==> config.mk <==
export PLATFORM = sky130hd
export DESIGN_NAME = duel_health_arbiter
export DESIGN_NICKNAME = d
export VERILOG_FILES = /design/src/rtl/duel_health_arbiter.sv
export SDC_FILE = /design/constraint.sdc
export NUM_CORES = 1
export LEC_CHECK = 0
export BUFFER_PORTS_ARGS = -buffer_cell sky130_fd_sc_hd__clkbuf_2
export CAP_MARGIN = 10
export CORE_UTILIZATION = 50
export CTS_CLUSTER_SIZE = 10
export DETAILED_ROUTE_END_ITERATION = 6
export PLACE_DENSITY_LB_ADDON = 0.08
export SLEW_MARGIN = 15
export SYNTH_ARGS = -nofsm -noshare
export SYNTH_HDL_FRONTEND = slang
export SYNTH_SLANG_ARGS = --single-unit
==> constraint.sdc <==
create_clock -name clk -period 6.5 [get_ports clk]
set_input_delay 0.325 -clock clk [delete_from_list [all_inputs] [get_ports clk]]
set_output_delay 0.325 -clock clk [all_outputs]
set_load 0.03 [all_outputs]
==> src/rtl/duel_health_arbiter.sv <==
`timescale 1ns/1ps
`default_nettype none
// ============================================================================
// Module      : duel_health_arbiter
// Description : Round sequencer and hit arbiter for the two-player health
//               datapath. Owns character selection and health registers,
//               grants one hit at a time with per-player cooldown and
//               round-robin fairness, and drives the packed display word.
// Revision    : 1.0 - initial release
// ============================================================================
module duel_health_arbiter #(
    parameter int MAX_HEALTH = 10,
    parameter int COOLDOWN   = 24999999
) (
    input  logic        clk,
    input  logic        reset_n,
    input  logic        start,
    input  logic [1:0]  p1_char_sel,
    input  logic [1:0]  p2_char_sel,
    input  logic        p1_hit_req,
    input  logic [2:0]  p1_hit_dmg,
    output logic        p1_hit_ack,
    input  logic        p2_hit_req,
    input  logic [2:0]  p2_hit_dmg,
    output logic        p2_hit_ack,
    output logic [11:0] data,
    output logic [1:0]  state,
    output logic [1:0]  winner,
    output logic        round_over
);

    // Cooldown counter is sized to hold COOLDOWN; a zero cooldown still needs one bit.
    localparam int                c_CD_W       = (COOLDOWN < 1) ? 1 : $clog2(COOLDOWN + 1);
    localparam logic [c_CD_W-1:0] c_CD_LOAD    = c_CD_W'(COOLDOWN);
    localparam logic [c_CD_W-1:0] c_CD_ONE     = c_CD_W'(1);
    localparam logic [3:0]        c_MAX_HEALTH = 4'(MAX_HEALTH);

    typedef enum logic [1:0] {
        ST_IDLE  = 2'b00,
        ST_FIGHT = 2'b01,
        ST_APPLY = 2'b10,
        ST_KO    = 2'b11
    } state_t;

    state_t              r_state;
    state_t              w_state_next;

    logic [1:0]          r_p1_char;
    logic [1:0]          r_p2_char;
    logic [3:0]          r_p1_health;
    logic [3:0]          r_p2_health;
    logic [c_CD_W-1:0]   r_p1_cd;
    logic [c_CD_W-1:0]   r_p2_cd;
    logic                r_p1_ack;
    logic                r_p2_ack;
    logic [1:0]          r_winner;
    logic                r_p2_priority;   // set when P1 was the most recent grantee
    logic                r_attacker_p2;   // latched attacker of the pending hit
    logic [2:0]          r_dmg;           // latched damage of the pending hit

    logic                w_p1_elig;
    logic                w_p2_elig;
    logic                w_grant_p1;
    logic                w_grant_p2;
    logic                w_start_round;
    logic [3:0]          w_target_health;
    logic [3:0]          w_new_health;

    assign w_p1_elig       = p1_hit_req && (r_p1_cd == '0);
    assign w_p2_elig       = p2_hit_req && (r_p2_cd == '0);
    assign w_target_health = r_attacker_p2 ? r_p1_health : r_p2_health;
    assign w_new_health    = (w_target_health <= {1'b0, r_dmg}) ? 4'd0
                                                                 : (w_target_health - {1'b0, r_dmg});

    // Next-state logic: round start, hit arbitration and KO detection.
    always_comb begin
        w_state_next  = r_state;
        w_grant_p1    = 1'b0;
        w_grant_p2    = 1'b0;
        w_start_round = 1'b0;
        case (r_state)
            ST_IDLE, ST_KO: begin
                if (start) begin
                    w_start_round = 1'b1;
                    w_state_next  = ST_FIGHT;
                end
            end
            ST_FIGHT: begin
                if (w_p1_elig && (!w_p2_elig || !r_p2_priority)) begin
                    w_grant_p1   = 1'b1;
                    w_state_next = ST_APPLY;
                end else if (w_p2_elig) begin
                    w_grant_p2   = 1'b1;
                    w_state_next = ST_APPLY;
                end
            end
            ST_APPLY: begin
                w_state_next = (w_new_health == 4'd0) ? ST_KO : ST_FIGHT;
            end
            default: begin
                w_state_next = ST_IDLE;
            end
        endcase
    end

    // Round state register.
    always_ff @(posedge clk or negedge reset_n) begin
        if (!reset_n) begin
            r_state <= ST_IDLE;
        end else begin
            r_state <= w_state_next;
        end
    end

    // One-cycle grant pulses, registered so they align with the APPLY state.
    always_ff @(posedge clk or negedge reset_n) begin
        if (!reset_n) begin
            r_p1_ack <= 1'b0;
            r_p2_ack <= 1'b0;
        end else begin
            r_p1_ack <= w_grant_p1;
            r_p2_ack <= w_grant_p2;
        end
    end

    // Capture the granted hit and advance the round-robin pointer.
    always_ff @(posedge clk or negedge reset_n) begin
        if (!reset_n) begin
            r_attacker_p2 <= 1'b0;
            r_dmg         <= 3'd0;
            r_p2_priority <= 1'b0;
        end else if (w_grant_p1 || w_grant_p2) begin
            r_attacker_p2 <= w_grant_p2;
            r_dmg         <= w_grant_p2 ? p2_hit_dmg : p1_hit_dmg;
            r_p2_priority <= w_grant_p1;
        end
    end

    // Character, health and winner registers: reload on round start, damage in APPLY.
    always_ff @(posedge clk or negedge reset_n) begin
        if (!reset_n) begin
            r_p1_char   <= 2'b00;
            r_p2_char   <= 2'b00;
            r_p1_health <= c_MAX_HEALTH;
            r_p2_health <= c_MAX_HEALTH;
            r_winner    <= 2'b00;
        end else if (w_start_round) begin
            r_p1_char   <= p1_char_sel;
            r_p2_char   <= p2_char_sel;
            r_p1_health <= c_MAX_HEALTH;
            r_p2_health <= c_MAX_HEALTH;
            r_winner    <= 2'b00;
        end else if (r_state == ST_APPLY) begin
            if (r_attacker_p2) begin
                r_p1_health <= w_new_health;
            end else begin
                r_p2_health <= w_new_health;
            end
            if (w_new_health == 4'd0) begin
                r_winner <= r_attacker_p2 ? 2'b10 : 2'b01;
            end
        end
    end

    // Per-player cooldowns: load on grant, count down outside IDLE, clear on round start.
    always_ff @(posedge clk or negedge reset_n) begin
        if (!reset_n) begin
            r_p1_cd <= '0;
            r_p2_cd <= '0;
        end else if (w_start_round) begin
            r_p1_cd <= '0;
            r_p2_cd <= '0;
        end else begin
            if (w_grant_p1) begin
                r_p1_cd <= c_CD_LOAD;
            end else if ((r_state != ST_IDLE) && (r_p1_cd != '0)) begin
                r_p1_cd <= r_p1_cd - c_CD_ONE;
            end
            if (w_grant_p2) begin
                r_p2_cd <= c_CD_LOAD;
            end else if ((r_state != ST_IDLE) && (r_p2_cd != '0)) begin
                r_p2_cd <= r_p2_cd - c_CD_ONE;
            end
        end
    end

    assign p1_hit_ack = r_p1_ack;
    assign p2_hit_ack = r_p2_ack;
    assign data       = {r_p1_char, r_p1_health, r_p2_char, r_p2_health};
    assign state      = r_state;
    assign winner     = r_winner;
    assign round_over = (r_state == ST_KO);

endmodule
`default_nettype wire

==> results.md <==
Timing:
- The transition time at the pin with the least slew margin is ~0.92 ns.
- Between clock sinks in the finished design, the worst skew comes to around 0.0094 ns.
- The relative slew slack is just under 40%.
- The maximum clock frequency is 356 MHz.
- The smallest clock period supported by the final layout is computed as 2.81 ns.
- The sum of negative setup slack is 0 ns.
- Setup slack closes at between 3 and 4 ns.
- The period utilization is between 40 and 50%.
- The setup violation total in the final timing report is 0.
- The count of endpoints failing hold in the final timing report came to 0.
- The tightest hold path in the finished design has a slack of 0.0994 ns.
- Setup repair after global routing left no endpoint under its margin.
- The final max-slew violation count is 0.

Critical path:
- Data on the critical path is required at its endpoint by between 6 and 7 ns.
- The critical path starts at r_p1_cd[0].
- Together, buffers and inverters on the worst path number 1.
- The worst-path maximum fanout is 16.
- The beginning of the worst register-to-register path is r_p1_cd[0].
- The critical path is of the register to register type.
- The critical path goes through inv_1, ha_1, or4b_4, nor4b_4, and2_0, o21ai_0, a31oi_4.
- The library cell contributing the largest single delay on the critical path is and2_0.
- The kind of start point of the critical path is a register.
- The kind of cell with the highest combined delay on the critical path is simple AND/OR/NAND/NOR gates.
- The endpoint class of the critical path is a register.
- On the worst path, the slowest cell contributes a delay of approximately 0.69 ns.
- STA puts the critical path data arrival time at around 3.1 ns.

Hold path:
- The path type of the worst min-delay path is primary input to async pin.

CTS:
- The total CTS buffers is 9.
- The cell at the root of the clock tree is clkbuf_8.
- The number of buffers added to fix hold violations after cts is 0.
- Buffers added to address setup during post-CTS repair amount to 0.
- Counting along the longest clock path gives a buffer depth of 2.
- The clock input transition at the sequential cells of the worst setup and hold paths is ~0.080 ns.
- The H-tree generated during clock tree synthesis spans 3 levels.
- Gates resized during post-CTS repair numbered 0.
- The source-to-sink clock delay at the later pin of the worst-skew pair is around 0.35 ns.
- Clock tree synthesis found a total of 73 sinks.
- The clock tree from TritonCTS is done.

Detailed routing:
- Using the TritonRoute via totals, the vias-per-cell ratio works out to a little over 6.
- After detailed routing, the total wire length is between 10 and 15 mm.
- The post-detailed-route DRC marker count is 0.
- The wire length per cell after detailed routing is ~17 um.
- For this block, the via count after detailed routing is around 3600.
- The number of nets still failing antenna checks after routing is 0.
- The violation count after the first detailed-routing iteration is 149.
- Before antenna repair, the detailed router went through 4 iterations.

GRT:
- The first-pass GRT wire length is between 15 and 20 mm.
- For this run, the total global-route usage over all layers was measured as around a quarter.
- After global routing the overflow that remains totals 0.
- Entering global routing, the biggest net connects 74 pins.
- The initial antenna violation count is 0.
- The number of global-route vias before repair came to ~3500.

Floorplan:
- For this configuration, the core starts out at a cell density of 52.6%.
- The floorplan step defined a core boundary enclosing approximately 8300 um2.
- The die height is about 96 um.
- The number of top-level pins is 34.
- Row generation in the floorplan step produced 33 rows.
- The die area is a little over 9000 um2.
- The floorplan step set the die width to between 90 and 100 um.

Pwr:
- The cell area power density is between 500 and 600 nW/um2.
- The maximum vdd drop is about 0.0003 V.
- The analysis attributes to cell leakage a power of 2.07 nW.

Layout:
- Leaving out filler cells and counting taps, the final layout contains slightly below 600.
- The final antenna diode count is 0.
- In the final layout, the multi-input gates occupy ~2400 um2.
- The area taken by flip-flops and latches is around 1800 um2.
- In the final layout, the share of cells above drive strength 1 is roughly a fifth.
- From synthesis to final layout, the design area changed by 11.5%.
- The number of nets in the layout is 515.
- The final standard cell area without fillers is about 4900 um2.
- After filler insertion, the fill cell instance count of the layout stands at 743.

Logic synthesis:
- In the synthesized netlist the async set-or-reset flop fraction comes to 100%.
- Synthesis inferred between 70 and 80 register bits.
- For this run, the number of Yosys warnings is 0.
- Synthesis produced a netlist whose cell count is 458.
- The mapped netlist covers 4390 um2.
- The number of synthesized flops with an enable pin is 0.
- When the netlist entered floorplanning its net count stood at between 400 and 500.
- The number of distinct library cells after synthesis is 68.
- The predominant post-synthesis flop cell is dfrtp_1.
- Sequential elements use a little over two fifths of the synthesized area.
- The average instance area after synthesis is approximately 9.6 um2.

Placement:
- The wire-length estimate of the detail-placed layout is around 6.9 mm.
- The post-placement cell count is a little under 600.
- During placement, the flow inserted port buffers numbering 33.
- The cell area reported after detailed placement is 4620 um2.
- The worst slack at placement is around 3.7 ns.
- At the end of routability-driven placement, the weighted congestion stood at ~0.84.

Flow run:
- Across the run, the number of max-cap violations was 0.

Status:
- The run finished with clean final reports.
==> cells by family (layout without fill, tap and decap cells) <==
kind of cell             Yosys count  count (layout)  share of synthesized area [%]
AND/OR/NAND/NOR                  189             189                           24.9
multiplexers                       7               7                           1.74
adder cells (fa/ha/maj)           14              14                           4.17
XOR/XNOR                          31              31                           6.19
buffers and inverters             34              67                           3.25
AO/OA/AOI/OAI                    110             110                           18.0
flip-flops                        73              73                           41.8
==> per-stage QoR <==
step | power (mW) | util, %
2_1_floorplan | 2.11 | -
3_3_place_gp | 2.43 | 55.4
3_5_place_dp | 2.46 | 55.4
4_1_cts | 2.92 | 58.4
5_1_grt | 3.17 | 58.6
6_report | 2.93 | 58.6
==> cell usage after synthesis (3+ instances only) <==
| cell | number | area, um2 |
|---|---|---|
| nand3b_1 | 3 | 22.5 |
| or4_1 | 8 | 60.1 |
| a2111oi_0 | 4 | 35.0 |
| nand3_1 | 16 | 80.1 |
| nor4_1 | 15 | 93.8 |
| or2_2 | 3 | 18.8 |
| a31oi_1 | 6 | 37.5 |
| nand4b_1 | 4 | 35.0 |
| mux2_2 | 5 | 56.3 |
| a21oi_1 | 43 | 215 |
| o211ai_1 | 7 | 52.6 |
| nand4_1 | 6 | 37.5 |
| o31ai_1 | 5 | 37.5 |
| xor2_1 | 6 | 52.6 |
| a21o_1 | 3 | 22.5 |
| nor3_1 | 22 | 110 |
| or3_1 | 9 | 56.3 |
| nor3b_1 | 3 | 22.5 |
| clkbuf_1 | 11 | 41.3 |
| a211oi_1 | 3 | 22.5 |
| nor4_2 | 4 | 50.1 |
| dfrtp_1 | 69 | 1730 |
| xnor2_1 | 25 | 219 |
| a21oi_2 | 7 | 61.3 |
| ha_1 | 13 | 163 |
| o41ai_1 | 3 | 26.3 |
| buf_2 | 6 | 30.0 |
| dfstp_2 | 4 | 105 |
| nor2_1 | 26 | 97.6 |
| inv_1 | 16 | 60.1 |
| nand2_1 | 44 | 165 |
| nand2b_1 | 6 | 37.5 |
| o21ai_0 | 12 | 60.1 |
==> layout make-up <==
cell class,count,area share (%)
clock inverters,6,2.35
clock buffers,10,2.81
flip-flops and latches,73,37.5
inverters,16,1.23
well taps,105,2.69
multi-input cells,351,49.5
repair buffers,35,3.99
==> power breakdown <==
| group | internal [mW] | leakage, nW | total (mW) | switching [mW] |
|---|---|---|---|---|
| registers | 0.638 | 0.965 | 0.830 | 0.192 |
| clock network | 0.267 | 0.123 | 0.448 | 0.181 |
| logic | 0.625 | 0.981 | 1.65 | 1.03 |
| total | 1.53 | 2.07 | 2.93 | 1.40 |
==> routing by layer <==
layer	track usage, %	share of wire, %	wire length [um]	vias up
met5	0	0	0	-
met4	8.96	1.8	177	0
met3	4.86	4.7	470	17
met2	37.8	46	4660	83
met1	31.8	47	4760	1760
li1	-	-	-	1774
==> layout by cell type, fill, tap and decap left out, types with 4 or more instances in the layout <==
cell type | netlist | routed
a21oi_2 | 7 | 7
nor4_1 | 15 | 15
dfstp_2 | 4 | 4
dfrtp_1 | 69 | 69
nand4b_1 | 4 | 4
nor2_1 | 26 | 26
a31oi_1 | 6 | 6
nor3_1 | 22 | 22
mux2_2 | 5 | 5
o21ai_0 | 12 | 12
o211ai_1 | 7 | 7
ha_1 | 13 | 13
a2111oi_0 | 4 | 4
nand3_1 | 16 | 16
xnor2_1 | 25 | 25
clkbuf_8 | 0 | 10
o31ai_1 | 5 | 5
nand2b_1 | 6 | 6
or3_1 | 9 | 9
inv_1 | 16 | 16
nor4_2 | 4 | 4
or4_1 | 8 | 8
xor2_1 | 6 | 6
nand2_1 | 44 | 44
clkbuf_2 | 0 | 32
a21oi_1 | 43 | 43
nand4_1 | 6 | 6
==> sequential cells by signal, indices dropped and copies added, names as in the netlist <==
register / cells
r_p1_cd: 25
r_p2_cd: 25
r_p1_health: 4
r_p2_health: 4
r_dmg: 3
r_p1_char: 2
r_p2_char: 2
state: 2
winner: 2
p1_hit_ack: 1
p2_hit_ack: 1
r_attacker_p2: 1
r_p2_priority: 1
==> final timing paths <==
check | to | slack [ns] | cells after the start
min in group clk | r_p2_char[1] | 0.16 | 3
max in group asynchronous | r_p1_cd[5] | 5.80 | 1
min | r_p2_cd[15] | 0.1 | 1
min reg2reg | r_p2_char[1] | 0.48 | 2
max reg2reg | r_p1_cd[5] | 3.69 | 7
max | r_p1_cd[5] | 3.69 | 7
No activity file was read; power rests on OpenSTA's default activity.
